## config.mk

```make
export PLATFORM = sky130hd
export DESIGN_NAME = snake_step_ctrl
export DESIGN_NICKNAME = d
export VERILOG_FILES = /design/src/rtl/snake_pkg.sv /design/src/rtl/snake_tick_gen.sv /design/src/rtl/snake_step_ctrl.sv
export SDC_FILE = /design/constraint.sdc
export NUM_CORES = 1
export LEC_CHECK = 0
export BUFFER_PORTS_ARGS = -buffer_cell sky130_fd_sc_hd__buf_2
export CAP_MARGIN = 0
export CORE_MARGIN = 1.5
export CORE_UTILIZATION = 48
export DETAILED_ROUTE_END_ITERATION = 8
export GPL_TIMING_DRIVEN = 0
export HOLD_SLACK_MARGIN = 0.08
export PLACE_DENSITY = 0.67
export SYNTH_ARGS = -nofsm -noshare
export SYNTH_HDL_FRONTEND = slang
export SYNTH_SLANG_ARGS = --single-unit
```

## constraint.sdc

```tcl
create_clock -name CLOCK_50 -period 3.8 [get_ports CLOCK_50]
set_input_delay 0.38 -clock CLOCK_50 [delete_from_list [all_inputs] [get_ports CLOCK_50]]
set_output_delay 0.38 -clock CLOCK_50 [all_outputs]
set_load 0.05 [all_outputs]
```

## src/rtl/snake_pkg.sv

```systemverilog
// Shared definitions for the snake head motion controller.
// Holds the heading encoding, the default grid size and the controller
// state enum so the top level, sub-module and bench agree on them.
package snake_pkg;

  // Heading encoding; bit 1 selects the axis (0 vertical, 1 horizontal),
  // so two headings are opposite when bit 1 matches and the values differ.
  localparam logic [1:0] DIR_UP    = 2'd0;
  localparam logic [1:0] DIR_DOWN  = 2'd1;
  localparam logic [1:0] DIR_LEFT  = 2'd2;
  localparam logic [1:0] DIR_RIGHT = 2'd3;

  localparam int H_RES_DEF = 160;
  localparam int V_RES_DEF = 120;

  typedef enum logic [1:0] {
    ST_IDLE = 2'd0,
    ST_RUN  = 2'd1,
    ST_PEND = 2'd2
  } state_t;

endpackage

```

## src/rtl/snake_tick_gen.sv

```systemverilog
// Game tick generator: free-running modulo-STEP_CYCLES counter.
// Latency: o_tick is high for the one cycle in which the counter holds STEP_CYCLES-1.
// Backpressure: none; i_clear holds the count at 0 and masks the tick.
// Ports: CLOCK_50/reset (sync, active-high), i_clear, o_tick.
module snake_tick_gen #(
  parameter int STEP_CYCLES = 5_000_000
) (
  input  logic CLOCK_50,
  input  logic reset,
  input  logic i_clear,
  output logic o_tick
);

  localparam int CW = $clog2(STEP_CYCLES);

  logic [CW-1:0] r_cnt;
  logic          w_last;

  assign w_last = (r_cnt == CW'(STEP_CYCLES - 1));
  assign o_tick = w_last && !i_clear;

  always_ff @(posedge CLOCK_50) begin
    if (reset || i_clear) begin
      r_cnt <= '0;
    end else if (w_last) begin
      r_cnt <= '0;
    end else begin
      r_cnt <= r_cnt + 1'b1;
    end
  end

endmodule

```

## src/rtl/snake_step_ctrl.sv

```systemverilog
// Snake head motion controller: key flags -> committed heading, one cell per tick with wrap.
// Latency: first step_valid STEP_CYCLES edges after game_en is sampled; outputs registered.
// Backpressure: step held until step_ready; ticks arriving while held are dropped and flag overrun.
// Ports: CLOCK_50, reset (sync, active-high), game_en, key_up/down/left/right, step_ready in;
//        step_valid, head_x[7:0], head_y[6:0], dir[1:0], overrun (sticky) out.
module snake_step_ctrl
  import snake_pkg::*;
#(
  parameter int         STEP_CYCLES = 5_000_000,
  parameter int         H_RES       = H_RES_DEF,
  parameter int         V_RES       = V_RES_DEF,
  parameter int         START_X     = 80,
  parameter int         START_Y     = 60,
  parameter logic [1:0] START_DIR   = DIR_RIGHT
) (
  input  logic       CLOCK_50,
  input  logic       reset,
  input  logic       game_en,
  input  logic       key_up,
  input  logic       key_down,
  input  logic       key_left,
  input  logic       key_right,
  input  logic       step_ready,
  output logic       step_valid,
  output logic [7:0] head_x,
  output logic [6:0] head_y,
  output logic [1:0] dir,
  output logic       overrun
);

  state_t     r_state;
  logic [7:0] r_head_x;
  logic [6:0] r_head_y;
  logic [1:0] r_dir;
  logic [1:0] r_pend_dir;
  logic       r_step_valid;
  logic       r_overrun;

  state_t     w_state_nxt;
  logic [7:0] w_x_nxt, w_mv_x;
  logic [6:0] w_y_nxt, w_mv_y;
  logic [1:0] w_dir_nxt, w_pend_nxt, w_pend_upd, w_req;
  logic       w_vld_nxt, w_ovr_nxt, w_move, w_tick, w_tick_clr, w_key_any;

  // Counter sits at 0 while idle and is cleared on the edge that enters idle.
  assign w_tick_clr = (r_state == ST_IDLE) || !game_en;

  snake_tick_gen #(.STEP_CYCLES(STEP_CYCLES)) u_tick (
    .CLOCK_50 (CLOCK_50),
    .reset    (reset),
    .i_clear  (w_tick_clr),
    .o_tick   (w_tick)
  );

  // Key priority up > down > left > right. Reversal is judged against the
  // committed heading so two presses within one tick cannot turn 180 degrees.
  always_comb begin
    w_key_any = key_up || key_down || key_left || key_right;
    w_req     = DIR_RIGHT;
    if (key_up)        w_req = DIR_UP;
    else if (key_down) w_req = DIR_DOWN;
    else if (key_left) w_req = DIR_LEFT;
    w_pend_upd = r_pend_dir;
    if (w_key_any && !((r_dir[1] == w_req[1]) && (r_dir != w_req))) begin
      w_pend_upd = w_req;
    end
  end

  // Next head cell along the pending heading; bound checked before the
  // add/subtract so the result is always inside the grid.
  always_comb begin
    w_mv_x = r_head_x;
    w_mv_y = r_head_y;
    case (r_pend_dir)
      DIR_UP:    w_mv_y = (r_head_y == 7'd0) ? 7'(V_RES - 1) : r_head_y - 7'd1;
      DIR_DOWN:  w_mv_y = (r_head_y == 7'(V_RES - 1)) ? 7'd0 : r_head_y + 7'd1;
      DIR_LEFT:  w_mv_x = (r_head_x == 8'd0) ? 8'(H_RES - 1) : r_head_x - 8'd1;
      DIR_RIGHT: w_mv_x = (r_head_x == 8'(H_RES - 1)) ? 8'd0 : r_head_x + 8'd1;
    endcase
  end

  always_comb begin
    w_state_nxt = r_state;
    w_x_nxt     = r_head_x;
    w_y_nxt     = r_head_y;
    w_dir_nxt   = r_dir;
    w_pend_nxt  = r_pend_dir;
    w_vld_nxt   = r_step_valid;
    w_ovr_nxt   = r_overrun;
    w_move      = 1'b0;
    if (!game_en) begin
      w_state_nxt = ST_IDLE;
      w_x_nxt     = 8'(START_X);
      w_y_nxt     = 7'(START_Y);
      w_dir_nxt   = START_DIR;
      w_pend_nxt  = START_DIR;
      w_vld_nxt   = 1'b0;
    end else begin
      case (r_state)
        ST_IDLE: w_state_nxt = ST_RUN;
        ST_RUN: begin
          w_pend_nxt = w_pend_upd;
          w_move     = w_tick;
        end
        ST_PEND: begin
          w_pend_nxt = w_pend_upd;
          if (step_ready) begin
            // Handshake completing on a tick edge frees the slot for that tick.
            w_vld_nxt   = 1'b0;
            w_state_nxt = ST_RUN;
            w_move      = w_tick;
          end else if (w_tick) begin
            w_ovr_nxt = 1'b1;
          end
        end
        default: w_state_nxt = ST_IDLE;
      endcase
      if (w_move) begin
        w_dir_nxt   = r_pend_dir;
        w_x_nxt     = w_mv_x;
        w_y_nxt     = w_mv_y;
        w_vld_nxt   = 1'b1;
        w_state_nxt = ST_PEND;
      end
    end
  end

  always_ff @(posedge CLOCK_50) begin
    if (reset) begin
      r_state      <= ST_IDLE;
      r_head_x     <= 8'(START_X);
      r_head_y     <= 7'(START_Y);
      r_dir        <= START_DIR;
      r_pend_dir   <= START_DIR;
      r_step_valid <= 1'b0;
      r_overrun    <= 1'b0;
    end else begin
      r_state      <= w_state_nxt;
      r_head_x     <= w_x_nxt;
      r_head_y     <= w_y_nxt;
      r_dir        <= w_dir_nxt;
      r_pend_dir   <= w_pend_nxt;
      r_step_valid <= w_vld_nxt;
      r_overrun    <= w_ovr_nxt;
    end
  end

  assign step_valid = r_step_valid;
  assign head_x     = r_head_x;
  assign head_y     = r_head_y;
  assign dir        = r_dir;
  assign overrun    = r_overrun;

endmodule

```

==> impl_table.tex <==
\begin{tabular}{lr}
\hline
Metric & Value \\
\hline
\multicolumn{2}{l}{\textbf{Outcome}} \\
Outcome & complete, no violations \\
\multicolumn{2}{l}{\textbf{Drt}} \\
Vias per inst & 5.60 \\
Detailed-route DRC error count & 0 \\
Total wire length & 6210 µm \\
Detailed Routing Iterations Pass 1 & 4 \\
DRT iter0 DRCs & 100 \\
Total number of vias & 2525 \\
Avg WL per Cell & 13.8 µm \\
Post-route ant nets & 0 \\
\multicolumn{2}{l}{\textbf{Timing}} \\
Unrepaired setup endpoints after global routing & false \\
Final number of max-transition violations & 0 \\
Highest achievable clock rate & 0.446 GHz \\
Count of final setup violators & 0 \\
Slew at the pin closest to its max-slew limit & 0.659 ns \\
Clock Skew & 0.00979 ns \\
Final period utilization & 59.0\% \\
Endpoints failing hold & 0 \\
Post-route setup TNS & 0 ns \\
Slew margin rel. & 56.0\% \\
Clock period minus worst slack & 2.24 ns \\
\multicolumn{2}{l}{\textbf{Worst setup path}} \\
Capturing element type of the critical path & flip-flop \\
Endpoint required time on the critical path & 4.04 ns \\
Critical setup path kind & flip-flop to flip-flop \\
Critical Path Start Type & flip-flop \\
R2r worst-path depth & 8 \\
Buffers and inverters on the worst path & 1 \\
Dominant delay contributor by cell family on the critical path & simple AND/OR/NAND/NOR gates \\
Sequence of cells on the critical path & ha\_1 > clkbuf\_2 > and2\_1 > nand3\_2 > nor4\_4 > nand2\_2 > or4\_1 > nand3\_1 \\
End point of the critical path & head\_y[4]\$\_SDFFE\_PP1P\_ \\
Crit path largest cell delay & 0.53 ns \\
Worst flop-to-flop path startpoint & u\_tick.r\_cnt[0]\$\_SDFF\_PP0\_ \\
Crit path from & u\_tick.r\_cnt[0]\$\_SDFF\_PP0\_ \\
Cell depth of the worst setup path & 8 \\
Slowest-stage cell, CP & or4\_1 \\
Max FO, Critical Path & 10 \\
Setup slack of the worst register-to-register path & 1.56 ns \\
Worst flop-to-flop path endpoint & head\_y[4]\$\_SDFFE\_PP1P\_ \\
Signal arrival time at the worst endpoint & 2.49 ns \\
\multicolumn{2}{l}{\textbf{Floorplan}} \\
Number of top-level design ports & 27 \\
Initial core utilization & 49.3\% \\
Std cell rows & 27 \\
Width of the die & 77.7 µm \\
Chip Height & 77.7 µm \\
Area of the die & 6040 µm² \\
Area of the core & 5440 µm² \\
\multicolumn{2}{l}{\textbf{Yosys}} \\
Post-synthesis instance total & 345 \\
Avg Cell Area, Syn & 7.77 µm² \\
Post-synth top area cell & dfxtp\_1 \\
Synth Warn \# & 0 \\
Library cells used by synthesis & 54 \\
Post-synthesis sequential area ratio & 34.4\% \\
Share of synthesized registers carrying an async set or reset & 0\% \\
Area share of the leading cell type in the synthesized netlist & 34.4\% \\
Post-synthesis cell area & 2680 µm² \\
Ys flop type & dfxtp\_1 \\
Biggest area contributors in the synthesized netlist & dfxtp\_1 (34\%), nor2\_1 (5.9\%), nand2\_1 (4.9\%), xor2\_1 (4.6\%), o21ai\_0 (4.3\%) \\
Count of state elements after synthesis & 46 \\
Post-Synthesis Net Count & 362 \\
EDFF count, synth & 0 \\
\multicolumn{2}{l}{\textbf{GRT}} \\
Number of antenna violations at the first check in global routing & 0 \\
Wire length of the first global-routing pass & 10500 µm \\
Pin count of the biggest net entering global routing & 14 \\
Via count of the first global-routing pass & 2405 \\
Overflow left after global routing & 0 \\
Overall fraction of global-route tracks in use & 21.4\% \\
\multicolumn{2}{l}{\textbf{CTS}} \\
CTS Root Buffer Type & clkbuf\_8 \\
Setup Buffers After CTS & 0 \\
Clock insertion delay at the later pin of the skew report & 0.31 ns \\
Number of gates resized after cts & 0 \\
Clock transition at the register clock pins on the worst setup and hold paths after CTS & 0.08 ns \\
Number of buffers on the longest clock path & 2 \\
\# clock sinks & 46 \\
H-tree lvl count & 2 \\
Hold buffer count at CTS & 0 \\
Clock buffer count from CTS & 5 \\
Clock tree from TritonCTS & built \\
\multicolumn{2}{l}{\textbf{Placement}} \\
Routability-driven placement congestion ratio & 0.892 \\
Detailed-placement wirelength estimate & 4430 µm \\
Port Buffer Count & 26 \\
Number of cells after detailed placement & 443 \\
\multicolumn{2}{l}{\textbf{Flow run}} \\
Max-capacitance violation count & 0 \\
\multicolumn{2}{l}{\textbf{Cells and area}} \\
Layout area overhead & 12.3\% \\
End-of-flow core utilization & 55.3\% \\
Fraction of layout instances using a drive strength above 1 & 12.4\% \\
Number of cells in the finished layout apart from fillers & 451 \\
Ant. Diodes & 0 \\
Net total in the final layout & 395 \\
\multicolumn{2}{l}{\textbf{Pwr}} \\
Worst voltage drop across the vdd grid & 0.168 mV \\
Cell leakage power & 1.06 nW \\
Power Density & 292 nW/µm² \\
\multicolumn{2}{l}{\textbf{Worst hold path}} \\
Worst hold stages & 2 \\
Hold WC Path Type & primary input to flip-flop \\
Hold\_sp & reset \\
\hline
\end{tabular}
==> worst min-delay path by stage <==
stage                                 endpoint  slack, ns
CTS                       overrun$_SDFFE_PP0P_       0.26
finish                    overrun$_SDFFE_PP0P_       0.26
global route              overrun$_SDFFE_PP0P_       0.26
floorplan           u_tick.r_cnt[0]$_SDFF_PP0_       0.41
detailed placement  u_tick.r_cnt[0]$_SDFF_PP0_       0.43
global placement    u_tick.r_cnt[0]$_SDFF_PP0_       0.42
==> report_power, final <==
part	internal [mW]	switching, mW
Clock	0.184	0.169
Combinational	0.0146	0.0287
Sequential	0.483	0.000702
==> cell usage in the layout, fill, tap and decap left out, drive strengths merged, types with 2 or more instances in the layout <==
cell type	n
nand4	12
xor2	14
nor3	13
clkbuf	24
or4	4
inv	14
and4	2
nand2b	4
ha	9
and2	6
a21oi	22
o21a	2
xnor2	6
nor2	42
a31oi	4
or3	9
dfxtp	46
mux2i	3
and3	2
o311ai	2
o21ai	24
a21o	2
o22ai	4
nand3	13
o31ai	3
nor4	4
o211ai	4
buf	28
nor4b	2
nor2b	5
and4bb	2
nand2	36
nor3b	2
==> through the flow <==
stage          setup WS [ns]  hold slack, ns  instance area, µm²  power [mW]
6_report                1.56           0.259                3010       0.880
5_1_grt                 1.26           0.257                3010       0.908
4_1_cts                 1.54           0.259                3010       0.889
3_5_place_dp            1.56           0.431                2900       0.538
3_3_place_gp            1.58           0.425                2900       0.537
2_1_floorplan           1.65           0.413                2680       0.523
==> layer usage <==
layer  track usage [%]  routed length, µm  share of wire (%)  vias up
met5                 0                  0                  0        -
met4              7.82                122                2.0        0
met3              3.88                235                3.8       13
met2              38.5               3030                 49       53
met1              25.0               2820                 45     1168
li1                  -                  -                  -     1291
==> cell type report <==
cell class / instances / area, µm²
tap: 72 / 90.1
multi-input combinational: 267 / 1630
inverter: 14 / 52.6
timing repair buffer: 26 / 130
sequential: 46 / 921
fill: 537 / 2430
buffer: 18 / 73.8
clock buffer: 8 / 110
==> sequential cells by signal, summed over array words and instances (netlist names) <==
signal	count
head_x	8
r_state	2
r_pend_dir	2
step_valid	1
u_tick.r_cnt	23
dir	2
overrun	1
head_y	7
==> cells by family (layout without fill, tap and decap cells) <==
kind of cell / Yosys count / in the layout / synth area share, %
adders and majority gates: 9 / 9 / 4.20
buffers and inverters: 32 / 66 / 4.71
xor gates and xnor gates: 20 / 20 / 6.54
and+or+nand+nor: 161 / 161 / 32.7
DFF: 46 / 46 / 34.4
muxes: 3 / 3 / 1.12
AOI/OAI and AO/OA: 74 / 74 / 16.3
==> cell usage after synthesis, types with 5 or more instances <==
cell      instances
dfxtp_1          46
nor2_1           42
nand2_1          35
o21ai_0          23
a21oi_1          22
clkbuf_1         15
inv_1            14
xor2_1           14
nor3_1           13
nand4_1          12
nand3_1          10
ha_1              9
or3_1             9
xnor2_1           6
nor2b_1           5
No activity file was read; power rests on OpenSTA's default activity.
